[src/rtl/keypad_entry_if.sv]
// Bundles the keypad event stream, the ALU request handshake and the entry
// status seen by the display; keypad_entry owns the slave side.
interface keypad_entry_if #(
  parameter int DIGITS = 4
);
  localparam int W  = 4 * DIGITS;
  localparam int CW = $clog2(DIGITS + 1);

  logic [3:0]    value;
  logic          valid_in;
  logic          valid_digit;
  logic          calc_ready;
  logic [W-1:0]  entry_bcd;
  logic [CW-1:0] digit_count;
  logic [W-1:0]  operand_a;
  logic [W-1:0]  operand_b;
  logic [1:0]    op_code;
  logic          calc_valid;
  logic          entering_b;

  modport master (
    output value, valid_in, valid_digit, calc_ready,
    input  entry_bcd, digit_count, operand_a, operand_b, op_code,
           calc_valid, entering_b
  );

  modport slave (
    input  value, valid_in, valid_digit, calc_ready,
    output entry_bcd, digit_count, operand_a, operand_b, op_code,
           calc_valid, entering_b
  );
endinterface

[src/rtl/keypad_entry.sv]
// Debounces keypad events, builds BCD operands and issues ALU requests.
// Optional: define KEYPAD_ENTRY_BACKSPACE_EN to make key E a backspace while digits are typed.
module keypad_entry #(
  parameter int DIGITS = 4,
  parameter int DEB    = 4
) (
  input logic           clk,
  input logic           reset_n,
  keypad_entry_if.slave bus
);
  localparam int W  = 4 * DIGITS;
  localparam int CW = $clog2(DIGITS + 1);
  localparam int DW = $clog2(DEB + 1);

  typedef enum logic [1:0] {S_ENTER_A, S_ENTER_B, S_ISSUE} state_e;

  state_e        state_q, state_d;
  logic          armed_q, armed_d;
  logic [DW-1:0] deb_cnt_q, deb_cnt_d;
  logic [W-1:0]  entry_bcd_q, entry_bcd_d;
  logic [CW-1:0] digit_count_q, digit_count_d;
  logic [W-1:0]  operand_a_q, operand_a_d;
  logic [W-1:0]  operand_b_q, operand_b_d;
  logic [1:0]    op_code_q, op_code_d;

  logic key_event, is_digit, is_op, is_clear, is_eq, do_clear;

  // One counter serves both phases: high samples while armed, low samples while disarmed.
  always_comb begin
    // NOTE: every combinational output gets a default first so no path infers a latch.
    armed_d   = armed_q;
    deb_cnt_d = deb_cnt_q;
    key_event = 1'b0;
    if (armed_q) begin
      if (!bus.valid_in) begin
        deb_cnt_d = '0;
      end else if (deb_cnt_q == DW'(DEB - 1)) begin
        key_event = 1'b1;
        armed_d   = 1'b0;
        deb_cnt_d = '0;
      end else begin
        deb_cnt_d = deb_cnt_q + 1'b1;
      end
    end else begin
      if (bus.valid_in) begin
        deb_cnt_d = '0;
      end else if (deb_cnt_q == DW'(DEB - 1)) begin
        armed_d   = 1'b1;
        deb_cnt_d = '0;
      end else begin
        deb_cnt_d = deb_cnt_q + 1'b1;
      end
    end
  end

  always_comb begin
    is_digit = key_event && bus.valid_digit;
    is_op    = key_event && !bus.valid_digit && (bus.value[3:2] == 2'b10 || bus.value == 4'hC || bus.value == 4'hD);
    is_clear = key_event && !bus.valid_digit && (bus.value == 4'hE);
    is_eq    = key_event && !bus.valid_digit && (bus.value == 4'hF);
  end

  always_comb begin
    state_d       = state_q;
    entry_bcd_d   = entry_bcd_q;
    digit_count_d = digit_count_q;
    operand_a_d   = operand_a_q;
    operand_b_d   = operand_b_q;
    op_code_d     = op_code_q;
    do_clear      = 1'b0;

    case (state_q)
      S_ENTER_A, S_ENTER_B: begin
        if (is_digit) begin
          if (digit_count_q != CW'(DIGITS) && !(digit_count_q == '0 && bus.value == 4'd0)) begin
            entry_bcd_d   = {entry_bcd_q[W-5:0], bus.value};
            digit_count_d = digit_count_q + 1'b1;
          end
        end else if (is_op) begin
          op_code_d = 2'(bus.value - 4'd10);
          if (state_q == S_ENTER_A) begin
            operand_a_d   = entry_bcd_q;
            entry_bcd_d   = '0;
            digit_count_d = '0;
            state_d       = S_ENTER_B;
          end
        end else if (is_eq) begin
          if (state_q == S_ENTER_B) begin
            operand_b_d   = entry_bcd_q;
            entry_bcd_d   = '0;
            digit_count_d = '0;
            state_d       = S_ISSUE;
          end
        end else if (is_clear) begin
`ifdef KEYPAD_ENTRY_BACKSPACE_EN
          if (digit_count_q != '0) begin
            entry_bcd_d   = entry_bcd_q >> 4;
            digit_count_d = digit_count_q - 1'b1;
          end else begin
            do_clear = 1'b1;
          end
`else
          do_clear = 1'b1;
`endif
        end
      end
      S_ISSUE: begin
        // Clear beats a simultaneous transfer: the request is aborted, not delivered.
        if (is_clear)            do_clear = 1'b1;
        else if (bus.calc_ready) state_d  = S_ENTER_A;
      end
      default: state_d = S_ENTER_A;
    endcase

    if (do_clear) begin
      entry_bcd_d   = '0;
      digit_count_d = '0;
      operand_a_d   = '0;
      operand_b_d   = '0;
      op_code_d     = '0;
      state_d       = S_ENTER_A;
    end
  end

  always_ff @(posedge clk) begin
    // NOTE: registers use non-blocking assignments; reset is synchronous, sampled on the clock edge.
    if (!reset_n) begin
      state_q       <= S_ENTER_A;
      armed_q       <= 1'b1;
      deb_cnt_q     <= '0;
      entry_bcd_q   <= '0;
      digit_count_q <= '0;
      operand_a_q   <= '0;
      operand_b_q   <= '0;
      op_code_q     <= '0;
    end else begin
      state_q       <= state_d;
      armed_q       <= armed_d;
      deb_cnt_q     <= deb_cnt_d;
      entry_bcd_q   <= entry_bcd_d;
      digit_count_q <= digit_count_d;
      operand_a_q   <= operand_a_d;
      operand_b_q   <= operand_b_d;
      op_code_q     <= op_code_d;
    end
  end

  assign bus.entry_bcd   = entry_bcd_q;
  assign bus.digit_count = digit_count_q;
  assign bus.operand_a   = operand_a_q;
  assign bus.operand_b   = operand_b_q;
  assign bus.op_code     = op_code_q;
  assign bus.calc_valid  = (state_q == S_ISSUE);
  assign bus.entering_b  = (state_q == S_ENTER_B);
endmodule

[src/flat_wrapper.sv]
// flat-port wrapper written by rule: the top's interface ports become plain ports
module keypad_entry_flat 
#(
  parameter int DIGITS = 4,
  parameter int DEB    = 4
)
  (clk, reset_n, bus_value, bus_valid_in, bus_valid_digit, bus_calc_ready, bus_entry_bcd, bus_digit_count, bus_operand_a, bus_operand_b, bus_op_code, bus_calc_valid, bus_entering_b);
  keypad_entry_if #(.DIGITS(DIGITS)) bus_i ();
  input logic clk;
  input logic reset_n;
  input wire logic [$bits(bus_i.value)-1:0] bus_value;
  input wire logic [$bits(bus_i.valid_in)-1:0] bus_valid_in;
  input wire logic [$bits(bus_i.valid_digit)-1:0] bus_valid_digit;
  input wire logic [$bits(bus_i.calc_ready)-1:0] bus_calc_ready;
  output wire logic [$bits(bus_i.entry_bcd)-1:0] bus_entry_bcd;
  output wire logic [$bits(bus_i.digit_count)-1:0] bus_digit_count;
  output wire logic [$bits(bus_i.operand_a)-1:0] bus_operand_a;
  output wire logic [$bits(bus_i.operand_b)-1:0] bus_operand_b;
  output wire logic [$bits(bus_i.op_code)-1:0] bus_op_code;
  output wire logic [$bits(bus_i.calc_valid)-1:0] bus_calc_valid;
  output wire logic [$bits(bus_i.entering_b)-1:0] bus_entering_b;
  assign bus_i.value = bus_value;
  assign bus_i.valid_in = bus_valid_in;
  assign bus_i.valid_digit = bus_valid_digit;
  assign bus_i.calc_ready = bus_calc_ready;
  assign bus_entry_bcd = bus_i.entry_bcd;
  assign bus_digit_count = bus_i.digit_count;
  assign bus_operand_a = bus_i.operand_a;
  assign bus_operand_b = bus_i.operand_b;
  assign bus_op_code = bus_i.op_code;
  assign bus_calc_valid = bus_i.calc_valid;
  assign bus_entering_b = bus_i.entering_b;
  keypad_entry #(.DIGITS(DIGITS), .DEB(DEB)) u_core (.clk(clk), .reset_n(reset_n), .bus(bus_i));
endmodule
[config.mk]
export PLATFORM = sky130hd
export DESIGN_NAME = keypad_entry_flat
export DESIGN_NICKNAME = d
export VERILOG_FILES = /design/src/rtl/keypad_entry_if.sv /design/src/rtl/keypad_entry.sv /design/src/flat_wrapper.sv
export SDC_FILE = /design/constraint.sdc
export NUM_CORES = 1
export LEC_CHECK = 0
export CAP_MARGIN = 5
export CORE_MARGIN = 5
export CORE_UTILIZATION = 25
export CTS_CLUSTER_DIAMETER = 200
export DETAILED_ROUTE_END_ITERATION = 6
export GPL_ROUTABILITY_DRIVEN = 0
export GPL_TIMING_DRIVEN = 0
export PLACE_DENSITY = 0.55
export SYNTH_ARGS = -nofsm -noshare
export SYNTH_HDL_FRONTEND = slang
export SYNTH_SLANG_ARGS = --single-unit
[constraint.sdc]
create_clock -name clk -period 2.15 [get_ports clk]
set_input_delay 0.43 -clock clk [delete_from_list [all_inputs] [get_ports clk]]
set_output_delay 0.43 -clock clk [all_outputs]
set_load 0.02 [all_outputs]
**Word level (Yosys, flattened, before mapping)**

Cells that the tools add are included.

- Equality and inequality tests: 17
- Muxes and demuxes: 36
- Reduce and logical (&&, ||, !) cells: 23
- Add/sub/neg operators: 3
- Bitwise gates (word level): 3

Operators with widths:

| cell | number |
|---|---|
| $mux W16 | 6 |
| $mux W3 | 10 |
| $eq A4 B4 Y1 const B | 4 |
| $mux W2 | 7 |
| $mux W1 | 11 |
| $reduce_and A5 Y1 | 2 |
| $ne A2 B2 Y1 const B | 4 |
| $logic_and A1 B1 Y1 | 7 |
| $add A3 B1 Y3 const B | 2 |
| $ne A3 B2 Y1 const B | 2 |
| $ne A3 B3 Y1 const B | 2 |
| $reduce_and A6 Y1 | 1 |
| $reduce_bool A3 Y1 | 2 |
| $eq A2 B2 Y1 const B | 2 |
| $logic_not A4 Y1 | 1 |
| $pmux W2 S2 | 1 |
| $reduce_and A4 Y1 | 1 |
| $reduce_or A2 Y1 | 2 |
| $eq A3 B2 Y1 const B | 1 |
| $logic_not A3 Y1 | 1 |
| $ne A3 B1 Y1 const B | 1 |
| $not A1 Y1 | 3 |
| $reduce_and A3 Y1 | 1 |
| $eq A2 B1 Y1 const B | 1 |
| 5 further kinds | 7 |

- Register bits: 59
- Bits of input ports: 9
- Output and inout bits: 55
- Logic and storage cells: 90

**Longest topological paths before layout**

- Depth in word-level cells: 12
- Depth in mapped cells: 8

**Least setup slack after synthesis**

OpenSTA, ideal clock, no wires.

- Kind: register to register
- From: register u_core.deb_cnt_q[0]
- To: register u_core.operand_b_q[10] (netlist: u_core.bus.operand_b[10])
- Arrival time: 1.725 ns
- Library setup time: 0.120 ns
- Setup slack: 0.306 ns
- Stages on the path, launching flop included: 9
- Buffers on the path: 2
- Cell sequence: dfxtp_1 > ha_1 > and4b_4 > nand2_2 > or4_4 > buf_6 > buf_6 > nand2_1 > a21oi_1

- Word-level cells in the longest chain between the ends: 12

RTL lines:

| what | line | RTL |
|---|---|---|
| start: declaration | keypad_entry.sv:19 | `logic [DW-1:0] deb_cnt_q, deb_cnt_d;` |
| start signal: assignment | keypad_entry.sv:139 | `deb_cnt_q <= deb_cnt_d;` |
| $eq A3 B2 Y1 (*) | keypad_entry.sv:37 | `end else if (deb_cnt_q == DW'(DEB - 1)) begin` |
| $mux W1 (*) | keypad_entry.sv:37 |  |
| $mux W1 (*) | keypad_entry.sv:35 | `if (!bus.valid_in) begin` |
| $mux W1 (*) | keypad_entry.sv:34 | `if (armed_q) begin` |
| $logic_and A1 B1 Y1 | keypad_entry.sv:58, keypad_entry.sv:59, keypad_entry.sv:60 |  |
| $logic_and A1 B1 Y1 | keypad_entry.sv:59 | `is_clear = key_event && !bus.valid_digit && (bus.value == 4'hE);` |
| $mux W1 | keypad_entry.sv:94, keypad_entry.sv:109 |  |
| $mux W1 | keypad_entry.sv:87 | `end else if (is_eq) begin` |
| $mux W1 | keypad_entry.sv:79 | `end else if (is_op) begin` |
| $mux W1 | keypad_entry.sv:74 | `if (is_digit) begin` |
| $pmux W1 S2 | keypad_entry.sv:72 | `case (state_q)` |
| $reduce_or A2 Y1 (no source line) | -- |  |
| end signal: assignment | keypad_entry.sv:143 | `operand_b_q <= operand_b_d;` |
| end: declaration | keypad_entry.sv:23 | `logic [W-1:0] operand_b_q, operand_b_d;` |

Every way passes the cells marked *; elsewhere a longest branch is shown, timed or not.
A chain may end at the register's enable or synchronous reset.

**Final worst setup path**

- From: input bus_value[3]
- To: register u_core.operand_b_q[9] (netlist: u_core.bus.operand_b[9])

- Word-level cells in the longest chain between the ends: 8

RTL lines:

| what | line | RTL |
|---|---|---|
| start: declaration | flat_wrapper.sv:11 | `input wire logic [$bits(bus_i.value)-1:0] bus_value;` |
| $eq A4 B4 Y1, or another cell as far along | keypad_entry.sv:59 |  |
| $logic_and A1 B1 Y1 or $logic_or A1 B1 Y1 (tied branches) | keypad_entry.sv:59, keypad_entry.sv:58 |  |
| $mux W1 or $logic_or A1 B1 Y1 (tied branches) | keypad_entry.sv:94, keypad_entry.sv:109, keypad_entry.sv:58 |  |
| $mux W1 or $logic_and A1 B1 Y1 (tied branches) | keypad_entry.sv:87, keypad_entry.sv:58 |  |
| $mux W1 | keypad_entry.sv:79 |  |
| $mux W1 | keypad_entry.sv:74 |  |
| $pmux W1 S2 | keypad_entry.sv:72 |  |
| $reduce_or A2 Y1 (no source line) | -- |  |

Several ways; a longest one is shown, not always the timed one.

==> summary.txt <==
max-cap violation count -> 0
final setup fails -> 0
top cells by area, synth -> dfxtp_1, nand2_1, a21oi_1, nand3_1, o21ai_0
Synth top area share -> 0.501
asr flop ratio synth -> 0
multiplexer area fraction after synthesis -> 0.00425
critical path arrival -> 2.28 ns
Placement Setup Slack -> -0.458 ns
most used cell, CP -> buf_6
CP endpoint kind -> flop
flop2flop setup slack -> 0.15 ns
Max VDD drop -> 235 uV
global-route wire length before repair -> 11,000 um
share of synthesized cell area in and, or, nand and nor gates -> 0.278
largest net degree at the start of global routing -> 11
main combinational cell family by area after synthesis -> simple AND/OR/NAND/NOR gates
Power Density -> 641 nW/um^2
Ports -> 64
die height -> 107 um
leading area contributor after synthesis -> dfxtp_1
DR iter-0 viols -> 95
Core Footprint -> 9200 um^2
Hold-fix buffers, CTS -> 0
Critical Path RT -> 2.37 ns
EDFF count, synth -> 0
Setup WS post-layout -> 0.0947 ns
1st-pass router iterations -> 4
mean post-synth cell area -> 8.30 um^2
Most used DFF post-synth -> dfxtp_1
Post-Route WL -> 6710 um
die area -> 11,500 um^2
most numerous cell in the Yosys netlist -> nand2_1
via count of the first global-routing pass -> 2,123
syn_nets -> 296
Largest stage delay, worst path -> 0.59 ns
Worst-Margin Slew -> 0.431 ns
Antenna Nets Post-Route -> 0
Initial Utilization -> 0.256
CTS tree -> built
Clock Path Buffers -> 2
Cells after Synth -> 284
RSZ-0062 raised after global routing -> false
Crit Path Max Fanout -> 10
number of buffers created by CTS -> 9
Compound-Gate Fraction of Synth Area -> 0.140
Crit path max-delay family -> simple AND/OR/NAND/NOR gates
fmax -> 487 MHz
CP Cell Sequence -> clkdlybuf4s50_1 > nor2b_1 > nand2_2 > or4_4 > buf_6 > buf_6 > nand2_1 > a21oi_1
post-synthesis register bit count -> 59
Final Hold Vio Count -> 0
Vias/cell -> 4.55
Synth Area in Adders -> 0.0159
share of cells above drive strength 1 -> 0.122
ant diodes -> 0
Clock Sinks -> 59
hold slack -> 0.427 ns
Horiz. Die Dim -> 107 um
htree depth -> 3
total gr overflow -> 0
GRT Total Usage -> 0.122
worst setup path category -> in2reg
Buf/Inv on CP -> 3
Worst Hold Class -> reg2reg
final period utilization -> 0.956
Final Util -> 0.365
most instantiated cells after synthesis -> nand2_1, dfxtp_1, a21oi_1
slowest CP cell -> clkdlybuf4s50_1
crit start category -> primary input
area delta synth->final -> 42.6%
P_leak -> 1.14 nW
# fillers -> 956
Nets -> 370
Synth Warn # -> 0
pins over their slew limit -> 0
Reg clk slew, reported paths -> 0.07 ns
IO Port Bufs -> 63
wire per inst -> 14.2 um
status -> finished, final reports clean
Worst Skew -> 0.00786 ns
initial antenna violation count -> 0
synth unique cells -> 39
residual DRC count -> 0
Worst-Skew Late Latency -> 0.33 ns
Rows -> 35
relative slew slack -> 0.711
cell area after synthesis -> 2360 um^2
xor and xnor area share after synthesis -> 0.00372
total power -> 2.15 mW
sequential fraction of the synthesis area -> 0.501
vias -> 2,154
min cycle time layout -> 2.06 ns
Post-DP HPWL -> 4960 um
root buffer cell -> clkbuf_8
worst register-to-register path, delay by kind of cell (launching register included):
family | cells | cell delay (ns)
flip-flops | 1 | 0.34
AND/OR/NAND/NOR | 4 | 0.96
buffers and inverters | 2 | 0.29
AO/OA/AOI/OAI | 1 | 0.06
adder cells (fa/ha/maj) | 1 | 0.26
metrics by stage:
stage,setup TNS (ns),cells,cell area [um^2]
floorplan,0,284,2360
CTS,0,474,3330
global placement,-16.32,458,3130
global route,0,473,3360
detailed placement,-17.85,458,3130
finish,0,473,3360
flip-flops by register name (all words and copies together), names as in the netlist, named ones only:
register and count:
u_core.bus.digit_count 3, u_core.bus.entry_bcd 16, u_core.bus.op_code 2, u_core.bus.operand_a 16
u_core.bus.operand_b 16, u_core.deb_cnt_q 3, u_core.state_q 2
placed cells by master (no fill, tap or decap), types with 2 or more instances in the layout:
cell and count:
o21ai_1 3, inv_1 4, nand2_1 86, clkinv_2 3, nand2_2 3, clkbuf_4 4, nor2b_1 4, dlymetal6s2s_1 2
o21ai_0 16, ha_1 3, clkbuf_8 10, buf_4 2, buf_2 8, buf_6 4, clkdlybuf4s50_1 60, o211ai_1 3
nand2b_1 2, a21oi_1 33, dfxtp_1 59, nor3b_1 2, nand3_1 18, nor2_1 7
final timing paths:
| check | startpoint | to | cells after the start |
|---|---|---|---|
| max | bus_value[3] | u_core.bus.operand_b[9] | 8 |
| min reg2reg | u_core.deb_cnt_q[0] | u_core.deb_cnt_q[0] | 1 |
| min | u_core.deb_cnt_q[0] | u_core.deb_cnt_q[0] | 1 |
| max reg2reg | u_core.deb_cnt_q[0] | u_core.bus.operand_b[9] | 8 |
final cells by class:
| type | instances | area [um^2] | share of cell area |
|---|---|---|---|
| well taps | 111 | 139 | 0.0413 |
| plain buffers | 18 | 126 | 0.0376 |
| inverters | 4 | 15.0 | 0.00447 |
| clock buffers | 10 | 138 | 0.0410 |
| flip-flops and latches | 59 | 1180 | 0.351 |
| repair buffers | 64 | 642 | 0.191 |
| multi-input cells | 202 | 1070 | 0.317 |
| clock inverters | 5 | 53.8 | 0.0160 |
logic make-up (layout without fill, tap and decap cells):
| group | Yosys count | count (layout) |
|---|---|---|
| buffers and inverters | 23 | 101 |
| muxes | 1 | 1 |
| AOI/OAI and AO/OA | 61 | 61 |
| DFF | 59 | 59 |
| and+or+nand+nor | 136 | 136 |
| adders and majority gates | 3 | 3 |
| xor gates and xnor gates | 1 | 1 |
repair_timing:
item                                    CTS  global route
endpoints found under the setup margin   31            48
pin swaps                                 1             1
cloned                                    0             0
setup buffers                             1             0
gates resized for setup                   3            11
report_power, final:
| group | leakage (nW) | internal (mW) | switching [mW] |
|---|---|---|---|
| clock network | 0.102 | 0.556 | 0.430 |
| registers | 0.475 | 1.10 | 0.00143 |
| logic | 0.562 | 0.0293 | 0.0425 |
routing by layer:
metal / up-vias / track usage / share of wire
met3: 11 / 0.0349 / 0.071
met2: 47 / 0.199 / 0.46
li1: 1096 / - / -
met5: - / 0 / 0
met1: 1000 / 0.150 / 0.45
met4: 0 / 0.0521 / 0.018
No activity file was read; power rests on OpenSTA's default activity.
